==> src/rtl/mix_reduce_pipe.sv <==
// Pipelined binary-tree reducer: folds NUM_IN words into one per beat with XOR or
// modular ADD, optional running accumulation in out0, and a saturating result count.
module mix_reduce_pipe #(
  parameter int DATA_W = 32,
  parameter int NUM_IN = 4,
  parameter int CNT_W  = 16
) (
  input  logic                     clk,
  input  logic                     rst,
  input  logic                     run,
  input  logic                     in_valid,
  input  logic [1:0]               mode,
  input  logic [NUM_IN*DATA_W-1:0] in_data,
  output logic [DATA_W-1:0]        out0,
  output logic                     out_valid,
  output logic [CNT_W-1:0]         count
);

  localparam int LEVELS = $clog2(NUM_IN);
  localparam int NODES  = NUM_IN - 1;

  function automatic int node_depth(input int idx);
    int d;
    int n;
    d = 0;
    n = idx + 1;
    while (n > 1) begin
      n = n >> 1;
      d++;
    end
    return d;
  endfunction

  function automatic logic [DATA_W-1:0] combine(input logic op_add,
                                                input logic [DATA_W-1:0] a,
                                                input logic [DATA_W-1:0] b);
    return op_add ? (a + b) : (a ^ b);
  endfunction

  logic [LEVELS-1:0] vld_pipe;
  logic [1:0]        mode_pipe [LEVELS];
  logic [DATA_W-1:0] node_val  [NODES];

  // Valid and mode shift alongside the data so each beat keeps its own operator.
  always_ff @(posedge clk or negedge rst) begin
    if (!rst) begin
      vld_pipe <= '0;
      for (int k = 0; k < LEVELS; k++) mode_pipe[k] <= 2'b00;
    end else if (run) begin
      vld_pipe <= '0;
    end else begin
      vld_pipe[0]  <= in_valid;
      mode_pipe[0] <= mode;
      for (int k = 1; k < LEVELS; k++) begin
        vld_pipe[k]  <= vld_pipe[k-1];
        mode_pipe[k] <= mode_pipe[k-1];
      end
    end
  end

  // Heap-ordered tree: node i has children 2i+1/2i+2, leaves map to in_data words.
  for (genvar i = 0; i < NODES; i++) begin : g_node
    localparam int STG = LEVELS - node_depth(i);
    localparam int LC  = 2*i + 1;
    localparam int RC  = 2*i + 2;

    logic [DATA_W-1:0] lhs;
    logic [DATA_W-1:0] rhs;
    logic [DATA_W-1:0] node_q;
    logic              op_add;

    if (LC >= NODES) begin : g_leaf
      assign lhs = in_data[(LC-NODES)*DATA_W +: DATA_W];
      assign rhs = in_data[(RC-NODES)*DATA_W +: DATA_W];
    end else begin : g_inner
      assign lhs = node_val[LC];
      assign rhs = node_val[RC];
    end

    if (STG == 1) begin : g_op_in
      assign op_add = mode[0];
    end else begin : g_op_pipe
      assign op_add = mode_pipe[STG-2][0];
    end

    always_ff @(posedge clk or negedge rst) begin
      if (!rst) node_q <= '0;
      else      node_q <= combine(op_add, lhs, rhs);
    end

    assign node_val[i] = node_q;
  end

  logic              fin_vld;
  logic [1:0]        fin_mode;
  logic [DATA_W-1:0] root;

  assign fin_vld  = vld_pipe[LEVELS-1];
  assign fin_mode = mode_pipe[LEVELS-1];
  assign root     = node_val[0];

  // out0 doubles as the accumulator, so accumulate after pass seeds from the last output.
  always_ff @(posedge clk or negedge rst) begin
    if (!rst) begin
      out0      <= '0;
      out_valid <= 1'b0;
      count     <= '0;
    end else if (run) begin
      out0      <= '0;
      out_valid <= 1'b0;
      count     <= '0;
    end else begin
      out_valid <= fin_vld;
      if (fin_vld) begin
        out0 <= fin_mode[1] ? combine(fin_mode[0], out0, root) : root;
        if (count != {CNT_W{1'b1}}) count <= count + CNT_W'(1);
      end
    end
  end

endmodule

==> config.mk <==
export PLATFORM = sky130hd
export DESIGN_NAME = mix_reduce_pipe
export DESIGN_NICKNAME = d
export VERILOG_FILES = /design/src/rtl/mix_reduce_pipe.sv
export SDC_FILE = /design/constraint.sdc
export NUM_CORES = 1
export LEC_CHECK = 0
export ABC_CLOCK_PERIOD_IN_PS = 6700
export CAP_MARGIN = 10
export CORE_ASPECT_RATIO = 1.1
export CORE_MARGIN = 2
export CORE_UTILIZATION = 30
export DETAILED_ROUTE_END_ITERATION = 12
export PLACE_DENSITY = 0.57
export SYNTH_ARGS = -nofsm -noshare
export SYNTH_HDL_FRONTEND = slang
export SYNTH_SLANG_ARGS = --single-unit
==> constraint.sdc <==
create_clock -name clk -period 6.7 [get_ports clk]
set_input_delay 1.675 -clock clk [delete_from_list [all_inputs] [get_ports clk]]
set_output_delay 1.675 -clock clk [all_outputs]
set_load 0.01 [all_outputs]
==> out/results.txt, run 1 <==
status: complete, no violations
syn_nets: 1628
ys async rst share: 100%
die height: 211 µm
Crit path arrival time: 4.55 ns
Final HPWL DP: 24.8 mm
CTS Hold Bufs: 0
Max Cap Viol: 0
setup bufs post-CTS: 0
first-pass GRT wire length: 51.6 mm
Switching Fraction: 37.2%
worst reg2reg path depth: 12
clock skew: 0.0122 ns
number of global-route vias before repair: 10300
Clk pin slew, worst setup/hold paths: 0.06 ns
CTS resizes: 0
cts bufs inserted: 17
CP max FO: 5
final WL: 31.2 mm
Pint: 0.00248 W
hold slack: 0.466 ns
clock share of power: 26.4%
register bit total from synthesis: 151
period utilization: 63.5%
sequential-to-total area share from yosys stat: 32.2%
Final nets: 1778
CTS Buffer Depth: 2
Post-Syn Area: 11700 µm²
Main synth FF type: dfrtp_1
Final Max Slew Viols: 0
dominant cell type by area after synthesis: dfrtp_1
Worst IR Drop VDD: 165 µV
largest net degree at the start of global routing: 91
global placer's final weighted congestion: 0.859
Comb pwr share: 42.1%
EDFF count, synth: 0
# IOs: 183
Tot Pwr: 0.00395 W
Sink Count: 151
Final Hold Fails: 0
Syn Area/Cell: 8.60 µm²
crit path kind: input port to flip-flop
Tmin final: 4.25 ns
Slew @ Worst Pin: 1.02 ns
Worst Hold Class: flip-flop to flip-flop
TritonRoute pass-1 iters: 5
clk_lat worst skew: 0.43 ns
share of layout cells above drive strength 1: 3.53%
Leak Pwr: 6.25 nW
sequential share of power: 31.5%
area delta synth->final: 24.8%
initial antenna violation count: 0
H-tree lvl count: 4
final antenna-violating net count: 0
CTS Root Cell: clkbuf_16
PwrDens: 270 nW/µm²
commonest non-fill, non-tap cell in the layout: clkdlybuf4s50_1
Final Util: 37.7%
n_diodes: 0
core region area: 38900 µm²
CTS tree: done
Initial Util: 30.2%
RSZ-0062 raised after global routing: no
setup TNS: 0 ns
most frequent cells in the layout: clkdlybuf4s50_1 (179), dfrtp_1 (150), a21oi_1 (133)
Std-Cell Rows: 76
Worst setup SP type: input port
Iter 0 DRT Violations: 516
Setup crit end kind: flip-flop
worst endpoint required time: 7.00 ns
hold depth: 1
Peak Freq: 235 MHz
port bufs: 182
Synth Instances: 1365
Synth top area share: 32.2%
grt total ovfl: 0
gr usage total: 15.6%
die area: 40700 µm²
YS warnings: 0
top cells by area, synth: dfrtp_1 (32%), ha_1 (13%), xnor2_1 (6.5%)
Finish-stage setup viols: 0
Switching Power: 0.00147 W
wire per inst: 15.3 µm
Synth cell types: 72
# DRC: 0
vias: 10300
DR vias/cell: 5.04
Slew HR: 32.1%
die width: 193 µm
[cells in the mapped netlist (13+ instances only)]
cell	number
a211oi_1	17
a21o_1	51
a21oi_1	133
clkbuf_1	47
dfrtp_1	151
ha_1	125
inv_1	43
mux2i_1	17
nand2_1	130
nand2b_1	13
nand3_1	40
nand4_1	18
nor2_1	118
nor2b_1	26
nor3_1	17
o21a_1	18
o21ai_0	63
o21ai_1	43
o21bai_1	14
xnor2_1	87
xor2_1	43
[layer usage]
layer / track usage [%] / vias to the layer above / routed length, µm / part of all wire (%)
li1: - / 5224 / - / -
met1: 21.2 / 4792 / 15100 / 48
met2: 26.1 / 208 / 14600 / 47
met3: 2.14 / 26 / 1130 / 3.6
met4: 3.82 / 0 / 375 / 1.2
met5: 0 / - / 0 / 0
[worst paths after layout]
check	startpoint	endpoint	slack (ns)
worst max-delay path	in_data[1]	g_node[0].lhs[27]	2.45
worst min-delay path	g_node[0].rhs[0]	g_node[0].node_q[0]	0.47
worst max register to register	out0[0]	out0[24]	3.67
worst min register to register	g_node[0].rhs[0]	g_node[0].node_q[0]	0.47
max in group asynchronous	rst	g_node[0].lhs[5]	4.11
min in group asynchronous	rst	g_node[0].lhs[0]	1.26
[power groups by stage]
stage / sequential [W] / combinational [W] / clock [W]
final: 0.00124 / 0.00167 / 0.00104
after global routing: 0.00127 / 0.00188 / 0.00112
after CTS: 0.00125 / 0.00167 / 0.00108
after detailed placement: 0.00126 / 0.00166 / 0
after global placement: 0.00126 / 0.00165 / 0
after floorplan: 0.00119 / 0.00125 / 0
[state kept, by name (all words and copies together) (netlist names)]
register,cells
g_node.lhs,32
g_node.node_q,32
g_node.rhs,32
out0,32
count,16
fin_mode,2
vld_pipe,2
g_node.op_add,1
mode_pipe,1
out_valid,1
[critical path, stage by stage]
cell	delay, ns
clkdlybuf4s50_1	0.42
ha_1	0.34
a211oi_2	0.26
o21a_1	0.20
nor3_4	0.06
o41ai_2	0.61
o211a_1	0.23
nor3_2	0.07
a41oi_2	0.31
o22ai_1	0.16
xor2_1	0.19
[cells by family (layout without fill, tap and decap cells)]
kind of cell | count (synthesis) | in the layout | share of synthesized area, %
flip-flops | 151 | 151 | 32.2
multiplexers | 19 | 19 | 1.64
XOR/XNOR | 130 | 130 | 9.70
AND/OR/NAND/NOR | 398 | 398 | 15.6
buffers and inverters | 101 | 264 | 3.28
AO/OA/AOI/OAI | 437 | 437 | 23.6
adder cells (fa/ha/maj) | 129 | 129 | 14.0
[through the flow]
stage / worst slack (ns) / cell area, µm² / std cells
6_report: 2.45 / 14700 / 2035
2_1_floorplan: 2.88 / 11700 / 1365
4_1_cts: 2.47 / 14700 / 2035
5_1_grt: 2.33 / 14700 / 2035
3_3_place_gp: 2.06 / 14000 / 2003
3_5_place_dp: 2.02 / 14000 / 2003
[cell type report]
| cell class | instances | area (µm²) |
|---|---|---|
| repair buffers | 186 | 1840 |
| fillers | 3938 | 24200 |
| well taps | 507 | 634 |
| clock inverters | 13 | 191 |
| inverters | 46 | 173 |
| clock buffers | 19 | 453 |
| multi-input cells | 1113 | 7580 |
| flip-flops and latches | 151 | 3780 |
(Power assumes the default switching activity.)
==> inputs of run 2 (changes only) <==
- ABC_CLOCK_PERIOD_IN_PS: 6700 -> 3880
- PLACE_DENSITY: 0.57 -> 0.58
- clock period: 6.7 -> 3.88 ns (I/O delays scaled with it)
==> out/results.txt, run 2 (synthesized netlist as in run 1, its figures left out) <==
status: complete, no violations
met3 Usage GRT: 2.01% (-0.13 points)
grt peak-use layer: met2
H-tree lvl count: 4 (unchanged)
DR vias/cell: 4.99 (-0.92%)
Tmin final: 3.44 ns
Finish-stage setup viols: 0 (unchanged)
crit-path cells: clkdlybuf4s50_1 > ha_1 > nand3_1 > a21oi_1 > o22a_1 > o41ai_2 > buf_4 > o211a_1 > nor3_2 > a41oi_2 > o41ai_2 > xnor2_1
CTS resizes: 0 (unchanged)
Switching Fraction: 38.1% (+0.92 points)
Std-Cell Rows: 76 (unchanged)
Slew HR: 48.9% (+17 points)
most frequent CP cell: o41ai_2
TritonRoute pass-1 iters: 5 (unchanged)
Fillers: 3906 (-0.81%)
crit-path max cell delay: 0.41 ns (-0.20 ns)
core region area: 38900 µm² (unchanged)
die width: 193 µm (unchanged)
Worst setup SP type: input port
area delta synth->final: 24.9% (about the same)
final antenna-violating net count: 0 (unchanged)
Peak Freq: 291 MHz
initial antenna violation count: 1 (+1)
crit path kind: input port to flip-flop
met2 usage: 26.3% (+0.23 points)
area of the multi-input gates: 7580 µm² (unchanged)
share of layout cells above drive strength 1: 4.10% (+0.56 points)
# DRC: 0 (unchanged)
clock skew: 0.0145 ns (+0.00226 ns)
Slew @ Worst Pin: 0.756 ns (-0.261 ns)
Initial Util: 30.2% (unchanged)
largest net degree at the start of global routing: 89 (-2.2%)
die height: 211 µm (unchanged)
Final Util: 37.7% (about the same)
Final HPWL DP: 25.2 mm (+1.7%)
CTS tree: done
die area: 40700 µm² (unchanged)
sequential share of power: 32.3% (+0.8 points)
Switching Power: 0.00252 W (+72%)
Worst IR Drop VDD: 210 µV (+27%)
Final Hold Fails: 0 (unchanged)
CP max FO: 5 (unchanged)
number of global-route vias before repair: 10300 (-0.55%)
global placer's final weighted congestion: 0.870 (+1.3%)
Iter 0 DRT Violations: 488 (-5.4%)
worst endpoint required time: 4.23 ns (-2.77 ns)
Comb pwr share: 44.1% (+2.0 points)
vias: 10200 (-0.38%)
final WL: 31.4 mm (+0.73%)
CTS Root Cell: clkbuf_16
PwrDens: 451 nW/µm² (+67%)
setup TNS: 0 ns (unchanged)
wire per inst: 15.4 µm (+0.19%)
Final Max Slew Viols: 0 (unchanged)
commonest non-fill, non-tap cell in the layout: clkdlybuf4s50_1
# IOs: 183 (unchanged)
gr usage total: 15.8% (+0.22 points)
most frequent cells in the layout: clkdlybuf4s50_1 (179), dfrtp_1 (150), a21oi_1 (133)
CTS Buffer Depth: 2 (unchanged)
Critical-path top delay cell: clkdlybuf4s50_1
Max Cap Viol: 0 (unchanged)
register area: 3780 µm² (unchanged)
first-pass GRT wire length: 52.0 mm (+0.72%)
worst reg2reg path depth: 12 (unchanged)
Worst Hold Class: flip-flop to flip-flop
Final nets: 1789 (+0.62%)
Crit path arrival time: 3.79 ns (-0.76 ns)
RSZ-0062 raised after global routing: no
CTS Hold Bufs: 0 (unchanged)
Leak Pwr: 6.26 nW (+0.12%)
cts bufs inserted: 17 (unchanged)
period utilization: 88.6%
Pint: 0.00410 W (+65%)
port bufs: 182 (unchanged)
hold depth: 1 (unchanged)
clk_lat worst skew: 0.43 ns (about the same)
grt total ovfl: 0 (unchanged)
setup bufs post-CTS: 0 (unchanged)
Clk pin slew, worst setup/hold paths: 0.06 ns (about the same)
routing usage on met1: 21.4% (+0.21 points)
clock share of power: 23.7% (-2.7 points)
Sink Count: 151 (unchanged)
Setup crit end kind: flip-flop
[run 2: cell type report]
class / instances / area share [%]
Multi-Input combinational cell: 1113 / 51.7
Sequential cell: 151 / 25.8
Timing Repair Buffer: 197 / 13.2
Tap cell: 507 / 4.33
Clock buffer: 20 / 3.11
Inverter: 46 / 1.18
Clock inverter: 11 / 0.700
Antenna cell: 1 / 0.0171
[run 2: power by group through the flow]
stage	sequential, W	combinational, W	clock [W]
2_1_floorplan	0.00206	0.00215	0
3_3_place_gp	0.00216	0.00288	0
3_5_place_dp	0.00216	0.00290	0
4_1_cts	0.00213	0.00292	0.00162
5_1_grt	0.00217	0.00329	0.00168
6_report	0.00214	0.00292	0.00157
[run 2: worst paths after layout]
check,endpoint,slack (ns),start
worst max-delay path,g_node[0].lhs[31],0.44,in_data[39]
worst min-delay path,vld_pipe[1],0.46,vld_pipe[0]
worst max register to register,out0[24],0.93,out0[0]
worst min register to register,vld_pipe[1],0.46,vld_pipe[0]
max in group asynchronous,vld_pipe[1],2.47,rst
min in group asynchronous,g_node[0].rhs[0],0.51,rst
[run 2: metrics by stage]
step                      cells  hold WS [ns]  setup WS, ns  total power [W]  instance area [µm²]
final                      2046         0.458         0.441          0.00662                14700
after global routing       2046         0.482         0.154          0.00714                14700
after CTS                  2045         0.466         0.441          0.00667                14700
after detailed placement   2014         0.453       -0.0214          0.00506                14100
after global placement     2014         0.448        0.0669          0.00505                14100
after floorplan            1365         0.439         0.760          0.00422                11700
[run 2: routing by layer]
metal / wire, µm / vias to the layer above
li1: - / 5240
met1: 15100 / 4714
met2: 14600 / 230
met3: 1160 / 27
met4: 453 / 0
met5: 0 / -
[run 2: critical path, delay by kind of cell]
kind / cells / cell delay, ns
AND/OR/NAND/NOR: 2 / 0.44
adder cells (fa/ha/maj): 1 / 0.39
AO/OA/AOI/OAI: 6 / 1.26
buffers and inverters: 2 / 0.57
XOR/XNOR: 1 / 0.16
==> inputs of run 3 (changes only) <==
- SKIP_CTS_REPAIR_TIMING: unset -> 1
==> results of run 3 <==
The final DEF is identical to that of run 2; final timing and power are the same.
